**src/rtl/lut_ff_mux_array.sv**
```systemverilog
// ---------------------------------------------------------------------------
// lut_ff_mux_array
//   Multi-channel LUT / flip-flop / output-mux cell. Each channel owns a
//   K-input LUT whose truth table can be rewritten at run time, a DEPTH-stage
//   register pipeline fed by the LUT and a toggle flip-flop that flips
//   whenever the LUT output is 1. One block-wide mode select chooses which
//   node drives each channel output.
//
// Ports
//   clk        rising-edge clock
//   rst        asynchronous active-low reset
//   ce         clock enable for pipeline and toggle registers
//   mux_sel    output mode: 0 LUT, 1 stage-1, 2 stage-DEPTH, 3 toggle FF
//   in         channel c inputs at in[c*K +: K]
//   cfg_valid  truth-table write request
//   cfg_ready  write accept indication (low for one cycle after a write)
//   cfg_ch     target channel of the write (values >= CH are ignored)
//   cfg_data   new truth table, bit i = LUT output for input value i
//   q          per-channel selected output
// ---------------------------------------------------------------------------
module lut_ff_mux_array #(
  parameter int K = 4,
  parameter int CH = 2,
  parameter int DEPTH = 2,
  parameter logic [(2**K)-1:0] INIT = 16'h0010,
  localparam int N = 2**K,
  localparam int CW = (CH > 1) ? $clog2(CH) : 1
) (
  input  logic          clk,
  input  logic          rst,
  input  logic          ce,
  input  logic [1:0]    mux_sel,
  input  logic [CH*K-1:0] in,
  input  logic          cfg_valid,
  output logic          cfg_ready,
  input  logic [CW-1:0] cfg_ch,
  input  logic [N-1:0]  cfg_data,
  output logic [CH-1:0] q
);

  logic [N-1:0]  table_q [CH];
  logic [N-1:0]  table_d [CH];
  logic [CH-1:0] stage_q [DEPTH];
  logic [CH-1:0] stage_d [DEPTH];
  logic [CH-1:0] tog_q;
  logic [CH-1:0] tog_d;
  logic          ready_q;
  logic          ready_d;
  logic [CH-1:0] lut_s;
  logic          accept_s;

  assign cfg_ready = ready_q;
  assign accept_s  = cfg_valid & ready_q;

  // LUT evaluation: always reads the currently registered table, so a write
  // accepted on an edge is only visible from the following cycle.
  always_comb begin
    lut_s = '0;
    for (int c = 0; c < CH; c++) begin
      lut_s[c] = table_q[c][in[c*K +: K]];
    end
  end

  // Next-state for tables and the config handshake. Channel numbers that do
  // not match any channel complete the handshake without touching a table.
  always_comb begin
    for (int c = 0; c < CH; c++) begin
      if (accept_s && (CW'(c) == cfg_ch)) begin
        table_d[c] = cfg_data;
      end else begin
        table_d[c] = table_q[c];
      end
    end
    if (accept_s) begin
      ready_d = 1'b0;
    end else begin
      ready_d = 1'b1;
    end
  end

  // Next-state for the pipeline and toggle registers, all gated by ce.
  always_comb begin
    for (int n = 0; n < DEPTH; n++) begin
      stage_d[n] = stage_q[n];
    end
    tog_d = tog_q;
    if (ce) begin
      stage_d[0] = lut_s;
      for (int n = 1; n < DEPTH; n++) begin
        stage_d[n] = stage_q[n-1];
      end
      tog_d = tog_q ^ lut_s;
    end else begin
      tog_d = tog_q;
    end
  end

  // State registers; reset reloads INIT and reopens the config port at once.
  always_ff @(posedge clk or negedge rst) begin
    if (!rst) begin
      for (int c = 0; c < CH; c++) begin
        table_q[c] <= INIT;
      end
      for (int n = 0; n < DEPTH; n++) begin
        stage_q[n] <= '0;
      end
      tog_q   <= '0;
      ready_q <= 1'b1;
    end else begin
      for (int c = 0; c < CH; c++) begin
        table_q[c] <= table_d[c];
      end
      for (int n = 0; n < DEPTH; n++) begin
        stage_q[n] <= stage_d[n];
      end
      tog_q   <= tog_d;
      ready_q <= ready_d;
    end
  end

  // Output select; combinational so a mode change is seen in the same cycle.
  always_comb begin
    case (mux_sel)
      2'd0:    q = lut_s;
      2'd1:    q = stage_q[0];
      2'd2:    q = stage_q[DEPTH-1];
      2'd3:    q = tog_q;
      default: q = '0;
    endcase
  end

endmodule

```
**config.mk**
```make
export PLATFORM = sky130hd
export DESIGN_NAME = lut_ff_mux_array
export DESIGN_NICKNAME = d
export VERILOG_FILES = /design/src/rtl/lut_ff_mux_array.sv
export SDC_FILE = /design/constraint.sdc
export NUM_CORES = 1
export LEC_CHECK = 0
export ABC_AREA = 0
export CORE_ASPECT_RATIO = 1.25
export CORE_MARGIN = 5
export CORE_UTILIZATION = 30
export CTS_BUF_LIST = sky130_fd_sc_hd__clkbuf_16
export CTS_CLUSTER_DIAMETER = 50
export DETAILED_ROUTE_END_ITERATION = 8
export PLACE_DENSITY_LB_ADDON = 0.1
export SYNTH_ARGS = -nofsm -noshare
export SYNTH_HDL_FRONTEND = slang
export SYNTH_SLANG_ARGS = --single-unit
export TNS_END_PERCENT = 10
```
**constraint.sdc**
```tcl
create_clock -name clk -period 2.6 [get_ports clk]
set_input_delay 0.39 -clock clk [delete_from_list [all_inputs] [get_ports clk]]
set_output_delay 0.39 -clock clk [all_outputs]
set_load 0.01 [all_outputs]
```
==> results of run 1 <==
-- flip-flops by register name, summed over array words and instances, names as in the netlist --
register	count
table_q	32
stage_q	4
tog_q	2
cfg_ready	1
-- Yosys cell counts --
library cell	n	area share
dfrtp_1	36	0.52
mux2_2	34	0.22
mux4_2	7	0.092
mux4_1	5	0.076
clkbuf_1	3	0.0065
dfstp_2	3	0.046
nand2_1	3	0.0065
inv_1	2	0.0044
o21ai_0	2	0.0058
xnor2_1	2	0.010
nand3_1	1	0.0029
or2_2	1	0.0036
-- timing repair --
action	in CTS	in global routing
hold buffers	0	0
setup endpoints to repair	2	2
cloned	0	0
gates resized for setup	26	2
setup buffers	1	0
-- worst min-delay path by stage --
stage / end / cells past startpoint
detailed placement: cfg_ready / 1
floorplan: stage_q[0] / 0
CTS: cfg_ready / 1
global placement: cfg_ready / 1
global route: cfg_ready / 1
finish: cfg_ready / 1
-- report_power, final --
group          leakage (uW)  switching, uW  internal, uW
clock network     0.0000701            219           345
logic              0.000407            109           240
registers          0.000458           76.3           743
total              0.000934            404          1330
-- routing by layer --
layer | part of all wire | GRT usage | up-vias | routed length (um)
li1 | - | - | 458 | -
met1 | 0.41 | 0.132 | 517 | 1520
met2 | 0.51 | 0.181 | 24 | 1890
met3 | 0.061 | 0.0439 | 7 | 228
met4 | 0.018 | 0.0473 | 0 | 66
met5 | 0 | 0 | - | 0
-- per-stage QoR --
step	hold WS [ns]	setup TNS, ns	utilization	power [uW]	std cells
global placement	0.451	-1.64	0.390	1160	197
global route	0.491	-0.207	0.410	1820	206
floorplan	0.0944	0	-	1020	99
finish	0.474	-0.0636	0.410	1730	206
detailed placement	0.464	-1.67	0.390	1180	197
CTS	0.477	-0.0934	0.407	1750	206
-- cell families (layout without fill, tap and decap cells) --
kind of cell    Yosys count  after routing  synth area share
flops                    39             39             0.569
xor+xnor                  2              2            0.0102
compound gates            2              2           0.00582
buf+inv                   5             48            0.0109
mux                      46             46             0.391
simple gates              5              5            0.0131
-- critical path, stage by stage, from the launching register on --
cell and delay, ns:
dfrtp_1 0.38, mux4_2 0.48, mux4_2 0.50, mux4_2 0.48, buf_6 0.14
-- final cells by class --
class / count / area (um^2) / share of cell area
sequential: 39 / 980 / 0.433
multi-input combinational: 55 / 703 / 0.311
timing repair buffer: 38 / 354 / 0.157
clock buffer: 5 / 125 / 0.0553
tap: 64 / 80.1 / 0.0354
clock inverter: 3 / 11.3 / 0.00498
inverter: 2 / 7.51 / 0.00332
==> qor.csv, run 1 <==
metric,value,unit
p_leak,0.000934,uW
cts.sinks,39,
insertion_delay,0.28,ns
worst_slew_pin_slew,0.498,ns
antenna_found_initial,0,
htree_levels,2,
fin_worst_skew,0.00488,ns
syn_area,1720,um^2
hp-start,cfg_ready,
portBuffers,33,
ys_seq_area_frac,0.569,
netlist_instances,99,
area_delta_synth_final,31.4,%
rsz0062_at_grt,yes,
post-place-ws,-0.850,ns
vias,1006,
worst_slack,-0.0381,ns
gr-total-overflow,0,
min_period,2.64,ns
cts_root_buf,clkbuf_16,
syn_avg_cell_area,17.4,um^2
rr_worst_depth,4,
layout.nets,172,
ys_ff_latch,39,
layout.cells.most_common,dfrtp_1,
grt_usage,0.112,
wire_per_inst,18.0,um
firstDrtPassIters,4,
max-vdd-ir-drop,0.000360,V
path_clk_slew,0.05,ns
cap_violations,0,
hold_class,register to register,
stdcell_area,2260,um^2
grt_first_pass_wirelength,6.16,mm
grt_max_degree,40,
place.gp.congestion,0.724,
yosys_warnings,0,
critPathLaunch,table_q[15],
die_h,94.7,um
end_kind,output port,
antenna_cells,0,
fillers,532,
crit_path_max_fanout,2,
numCtsBuffers,5,
layout_common_cells,"36 x dfrtp_1, 34 x mux2_2, 27 x clkdlybuf4s50_1",
required,2.21,ns
rrSetupSlack,0.92,ns
ios,34,
core-area,5520,um^2
status,finished with violations,
drt_iter0_markers,35,
num_rows,30,
path_class,register to output port,
drc,0,
ant_nets,0,
via_per_inst,4.88,
power_density,766,nW/um^2
first_global_vias,1169,
max_freq,379,MHz
finalHoldViolCount,0,
dieArea,7360,um^2
slew_violations,0,
hpwl,2.79,mm
die_x,77.7,um
drt_wl_total,3.71,mm
timing.rr.start,table_q[15],
fin_crit_sh,1.01,
arrival,2.25,ns
drive_gt1_frac,0.458,
max_slew_margin,0.668,
finalSetupViolCount,2,
dpl_cell_area,2150,um^2
start_util,0.312,
cts_tree,done,
endpoint,q[1],
critPathLaunchType,register,
syn_nets,130,
violations,setup timing,
cts_buffer_depth,2,
netlist-cell-type-count,12,
reg2reg_to,stage_q[3],
(Power assumes the default switching activity.)
==> run 2, diff against run 1 <==
==> constraint.sdc (replaced) <==
create_clock -name clk -period 2.6 [get_ports clk]
set_input_delay 0.39 -clock clk [delete_from_list [all_inputs] [get_ports clk]]
set_output_delay 0.39 -clock clk [all_outputs]
set_load 0.1 [all_outputs]
==> qor.csv, run 2 (synthesis gave the netlist of run 1 again) <==
metric,value,unit,change
wire_per_inst,17.7,um,was 18.0 um
hpwl,2.77,mm,was 2.79 mm
dpl_cell_area,2160,um^2,was 2150 um^2
critPathLaunchType,register,,unchanged
grt_first_pass_wirelength,6.10,mm,was 6.16 mm
fin_crit_sh,1.04,,was 1.01
holdBufCountCts,0,,unchanged
largest-register,table_q,,unchanged
first_global_vias,1165,,"was 1,169"
drt_wl_total,3.64,mm,was 3.71 mm
cts_root_buf,clkbuf_16,,unchanged
die_h,94.7,um,unchanged
layout_common_cells,"36 x dfrtp_1, 34 x mux2_2, 25 x clkdlybuf4s50_1",,"was 36 x dfrtp_1, 34 x mux2_2, 27 x clkdlybuf4s50_1"
violations,setup timing,,unchanged
ios,34,,unchanged
die_x,77.7,um,unchanged
antenna_found_initial,0,,unchanged
finalHoldViolCount,0,,unchanged
status,finished with violations,,unchanged
slew_violations,0,,unchanged
grt_max_degree,40,,unchanged
core-area,5520,um^2,unchanged
worst_slack,-0.108,ns,was -0.0381 ns
arrival,2.32,ns,was 2.25 ns
final_core_util,0.417,,was 0.410
worst_slew_pin_slew,0.847,ns,was 0.498 ns
p_leak,0.000953,uW,was 0.000934 uW
largest_reg_flops,32,,unchanged
timing.rr.start,table_q[15],,unchanged
num_rows,30,,unchanged
drive_gt1_frac,0.486,,was 0.458
final.setup.tns,-0.206,ns,was -0.0636 ns
start_util,0.312,,unchanged
htree_levels,2,,unchanged
vias,996,,"was 1,006"
finalSetupViolCount,2,,unchanged
power_density,852,nW/um^2,was 766 nW/um^2
register_area,980,um^2,unchanged
path_class,register to output port,,unchanged
cts_buffer_depth,2,,unchanged
cap_violations,0,,unchanged
hold_class,primary input to async pin,,was register to register
drc,0,,unchanged
path_clk_slew,0.06,ns,was 0.05 ns
grt_usage,0.109,,was 0.112
fin_worst_skew,0.00482,ns,was 0.00488 ns
via_per_inst,4.83,,was 4.88
portBuffers,33,,unchanged
ant_nets,0,,unchanged
cts_tree,done,,unchanged
numCtsBuffers,5,,unchanged
rsz0062_at_grt,yes,,unchanged
crit_path_max_fanout,2,,unchanged
reg2reg_to,stage_q[3],,unchanged
layout.cells.most_common,dfrtp_1,,unchanged
area_delta_synth_final,33.8,%,was 31.4%
dp.cells,197,,unchanged
min_period,2.71,ns,was 2.64 ns
rrSetupSlack,0.89,ns,was 0.92 ns
end_kind,output port,,unchanged
layout.cells.non_filler,206,,unchanged
firstDrtPassIters,4,,unchanged
drt_iter0_markers,34,,was 35
antenna_cells,0,,unchanged
fillers,521,,was 532
insertion_delay,0.27,ns,was 0.28 ns
layout.nets,172,,unchanged
multi_input_area,703,um^2,unchanged
stdcell_area,2300,um^2,was 2260 um^2
top_regs,"table_q x32, stage_q x4, tog_q x2",,unchanged
place.gp.congestion,0.778,,was 0.724
cts.sinks,39,,unchanged
max_freq,369,MHz,was 379 MHz
dieArea,7360,um^2,unchanged
max-vdd-ir-drop,0.000525,V,was 0.000360 V
gr-total-overflow,0,,unchanged
rr_worst_depth,4,,unchanged
post-place-ws,-0.603,ns,was -0.850 ns
required,2.21,ns,about the same
max_slew_margin,0.435,,was 0.668
run 2: worst max-delay path, cell delays in order, from the launching register on:
cell and delay (ns):
dfrtp_1 0.38, mux4_2 0.48, mux4_2 0.49, mux4_2 0.50
buf_12 0.19
run 2: worst max-delay path by stage:
stage / startpoint / to / cells after the start
finish: table_q[15] / q[1] / 4
global route: table_q[12] / q[1] / 4
CTS: table_q[29] / q[0] / 4
detailed placement: in[2] / q[0] / 5
global placement: in[2] / q[0] / 5
floorplan: in[2] / q[0] / 3
run 2: metrics by stage:
stage | hold WS, ns | power [uW]
CTS | 0.258 | 1990
detailed placement | 0.461 | 1300
global route | 0.305 | 2050
finish | 0.222 | 1960
floorplan | 0.0944 | 1110
global placement | 0.450 | 1290
run 2: area by class of cell:
class / count / area share
Timing Repair Buffer: 38 / 0.160
Sequential cell: 39 / 0.426
Tap cell: 64 / 0.0348
Multi-Input combinational cell: 55 / 0.305
Clock buffer: 5 / 0.0543
Clock inverter: 3 / 0.0168
Inverter: 2 / 0.00326
run 2: repair_timing:
item	4_1_cts	5_1_grt
setup buffers	1	0
resized for setup	18	0
endpoints found under the setup margin	2	2
run 2: report_power, final:
group,internal [uW],switching (uW)
Combinational,265,210
Sequential,743,72.7
Clock,447,226
Total,1450,508
run 2: routing by layer:
metal | GRT usage | up-vias | wire [um]
met1 | 0.136 | 517 | 1610
met3 | 0.0305 | 2 | 138
met5 | 0 | - | 0
met2 | 0.184 | 24 | 1870
li1 | - | 453 | -
met4 | 0.0344 | 0 | 16
==> run 3, diff against run 2 <==
--- a/config.mk
+++ b/config.mk
@@ -5,7 +5,7 @@
 export SDC_FILE = /design/constraint.sdc
 export NUM_CORES = 1
 export LEC_CHECK = 0
-export ABC_AREA = 0
+export ABC_AREA = 1
 export CORE_ASPECT_RATIO = 1.25
 export CORE_MARGIN = 5
 export CORE_UTILIZATION = 30
==> qor.csv, run 3 <==
metric,value,unit,change
status,"finished, final reports clean",,was finished with violations
grt_first_pass_wirelength,8.12,mm,was 6.10 mm
numCtsBuffers,5,,unchanged
synthArstFlopShare,1.00,,unchanged
timing.rr.start,cfg_ready,,was table_q[15]
cts_root_buf,clkbuf_16,,unchanged
layout.cells.non_filler,384,,was 206
top_regs,"table_q x32, stage_q x4, tog_q x2",,unchanged
arrival,1.97,ns,was 2.32 ns
required,2.21,ns,about the same
netlist-cell-type-count,18,,was 12
num_rows,34,,was 30
first_global_vias,1678,,"was 1,165"
drt_iter0_markers,84,,was 34
path_clk_slew,0.05,ns,was 0.06 ns
firstDrtPassIters,4,,unchanged
syn_nets,292,,was 130
cap_violations,0,,unchanged
synth_edf_count,0,,unchanged
critical_path.cell_chain,"clkdlybuf4s50_1, inv_8, nand2_1, nand3_1, nand3_1, nand3_2, nand2_2, nand2_1, nand2_1, buf_12",,"was mux4_2, mux4_2, mux4_2, buf_12"
max_slew_margin,0.404,,was 0.435
syn_avg_cell_area,7.98,um^2,was 17.4 um^2
end_kind,output port,,unchanged
drc,0,,unchanged
finalSetupViolCount,0,,was 2
synth_common_cells,"73 x nand2_1, 52 x inv_1, 36 x dfrtp_1",,"was 36 x dfrtp_1, 34 x mux2_2, 7 x mux4_2"
crit_top_cell,nand2_1,,was mux4_2
via_per_inst,4.21,,was 4.83
whs,0.245,ns,was 0.222 ns
power,1770,uW,was 1960 uW
layout.nets,324,,was 172
holdBufCountCts,0,,unchanged
rsz0062_at_grt,no,,was yes
gr-total-overflow,0,,unchanged
yosys.area.top_type,dfrtp_1,,unchanged
post_cts_resized,0,,was 18
layout_common_cells,"73 x nand2_1, 53 x inv_1, 36 x dfrtp_1",,"was 36 x dfrtp_1, 34 x mux2_2, 25 x clkdlybuf4s50_1"
max-vdd-ir-drop,0.000314,V,was 0.000525 V
portBuffers,33,,unchanged
synth_area_leaders,"dfrtp_1 43%, nand2_1 13%, inv_1 9.4%, o21ai_2 6.7%, nand3_1 5.5%",,"was dfrtp_1 52%, mux2_2 22%, mux4_2 9.2%, mux4_1 7.6%, dfstp_2 4.6%"
grt_usage,0.118,,was 0.109
ios,34,,unchanged
htree_levels,2,,unchanged
ys_seq_area_frac,0.470,,was 0.569
hpwl,3.57,mm,was 2.77 mm
dp.cells,376,,was 197
place.gp.congestion,0.810,,was 0.778
netlist_instances,261,,was 99
synthFlopType,dfrtp_1,,unchanged
largest_reg_flops,32,,unchanged
fin_crit_sh,0.909,,was 1.04
area_delta_synth_final,25.0,%,was 33.8%
wire_per_inst,12.1,um,was 17.7 um
crit_path_max_fanout,9,,was 2
cpMaxStageDelayCell,clkdlybuf4s50_1,,was mux4_2
critPathLaunch,in[4],,was table_q[15]
ys_ff_latch,39,,unchanged
slew_violations,0,,unchanged
critPathLaunchType,primary input,,was register
finalHoldViolCount,0,,unchanged
cts_tree,done,,unchanged
syn_area,2080,um^2,was 1720 um^2
fin_worst_skew,0.00496,ns,was 0.00482 ns
ant_nets,0,,unchanged
hold_class,primary input to async pin,,unchanged
worst_slew_pin_slew,0.894,ns,was 0.847 ns
drt_wl_total,4.65,mm,was 3.64 mm
min_period,2.36,ns,was 2.71 ns
final.setup.tns,0,ns,was -0.206 ns
layout.cells.most_common,nand2_1,,was dfrtp_1
yosys_warnings,0,,unchanged
dieArea,8720,um^2,was 7360 um^2
post-cts-setup-buffers,0,,was 1
yosys.area.top_type_share,0.432,,was 0.524
antenna_found_initial,0,,unchanged
p_leak,0.00132,uW,was 0.000953 uW
die_x,84.5,um,was 77.7 um
drive_gt1_frac,0.163,,was 0.486
cts.sinks,39,,unchanged
largest-register,table_q,,unchanged
max_freq,423,MHz,was 369 MHz
grt_max_degree,40,,unchanged
synth_most_common_cell,nand2_1,,was dfrtp_1
vias,1616,,was 996
power_density,679,nW/um^2,was 852 nW/um^2
core-area,6850,um^2,was 5520 um^2
cts_buffer_depth,2,,unchanged
critPathMaxStageDelay,0.74,ns,was 0.50 ns
die_h,103,um,was 94.7 um
start_util,0.304,,was 0.312
path_class,primary input to output port,,was register to output port
antenna_cells,0,,unchanged
insertion_delay,0.27,ns,about the same
run 3: cell count changes after synthesis, sizes merged, moves of 12 or more:
cell,previous run,this run
nand2,3,85
o21ai,2,34
nand3,1,27
inv,2,54
mux2,34,0
mux4,12,0
run 3: cell type report:
cell class	count	area (um^2)
well taps	90	113
clock buffers	5	125
flip-flops and latches	39	980
multi-input cells	158	800
repair buffers	35	358
clock inverters	3	11.3
fillers	736	4250
inverters	54	218
run 3: cells by family after synthesis:
family | count (synthesis) | synth area share
compound gates | 38 | 0.124
buf+inv | 64 | 0.146
flops | 39 | 0.470
simple gates | 120 | 0.260
run 3: final timing paths:
check	cells after the start	slack, ns	to
max reg2reg	5	1.24	table_q[22]
max	10	0.24	q[1]
min in group clk	1	0.47	cfg_ready
max in group asynchronous	1	1.80	stage_q[1]
min	1	0.24	table_q[14]
min reg2reg	1	0.47	cfg_ready
run 3: where the power goes:
part           internal (uW)  switching [uW]  total, uW
combinational            174             253        427
clock                    345             221        566
sequential               717            57.7        775
run 3: metrics by stage:
stage	setup slack [ns]	util	cell area [um^2]
detailed placement	0.202	0.360	2470
CTS	0.201	0.380	2600
floorplan	0.614	-	2080
global placement	0.199	0.360	2470
global route	0.0407	0.380	2600
finish	0.237	0.380	2600
run 3: layer usage:
layer | vias to the layer above | share of wire | track usage
li1 | 864 | - | -
met1 | 717 | 0.45 | 0.142
met2 | 33 | 0.50 | 0.206
met3 | 2 | 0.044 | 0.0333
met4 | 0 | 0.0062 | 0.0365
met5 | - | 0 | 0
run 3: worst max-delay path: cells and delay by family:
kind	cells	cell delay [ns]
buffers and inverters	3	0.99
and+or+nand+nor	7	0.58
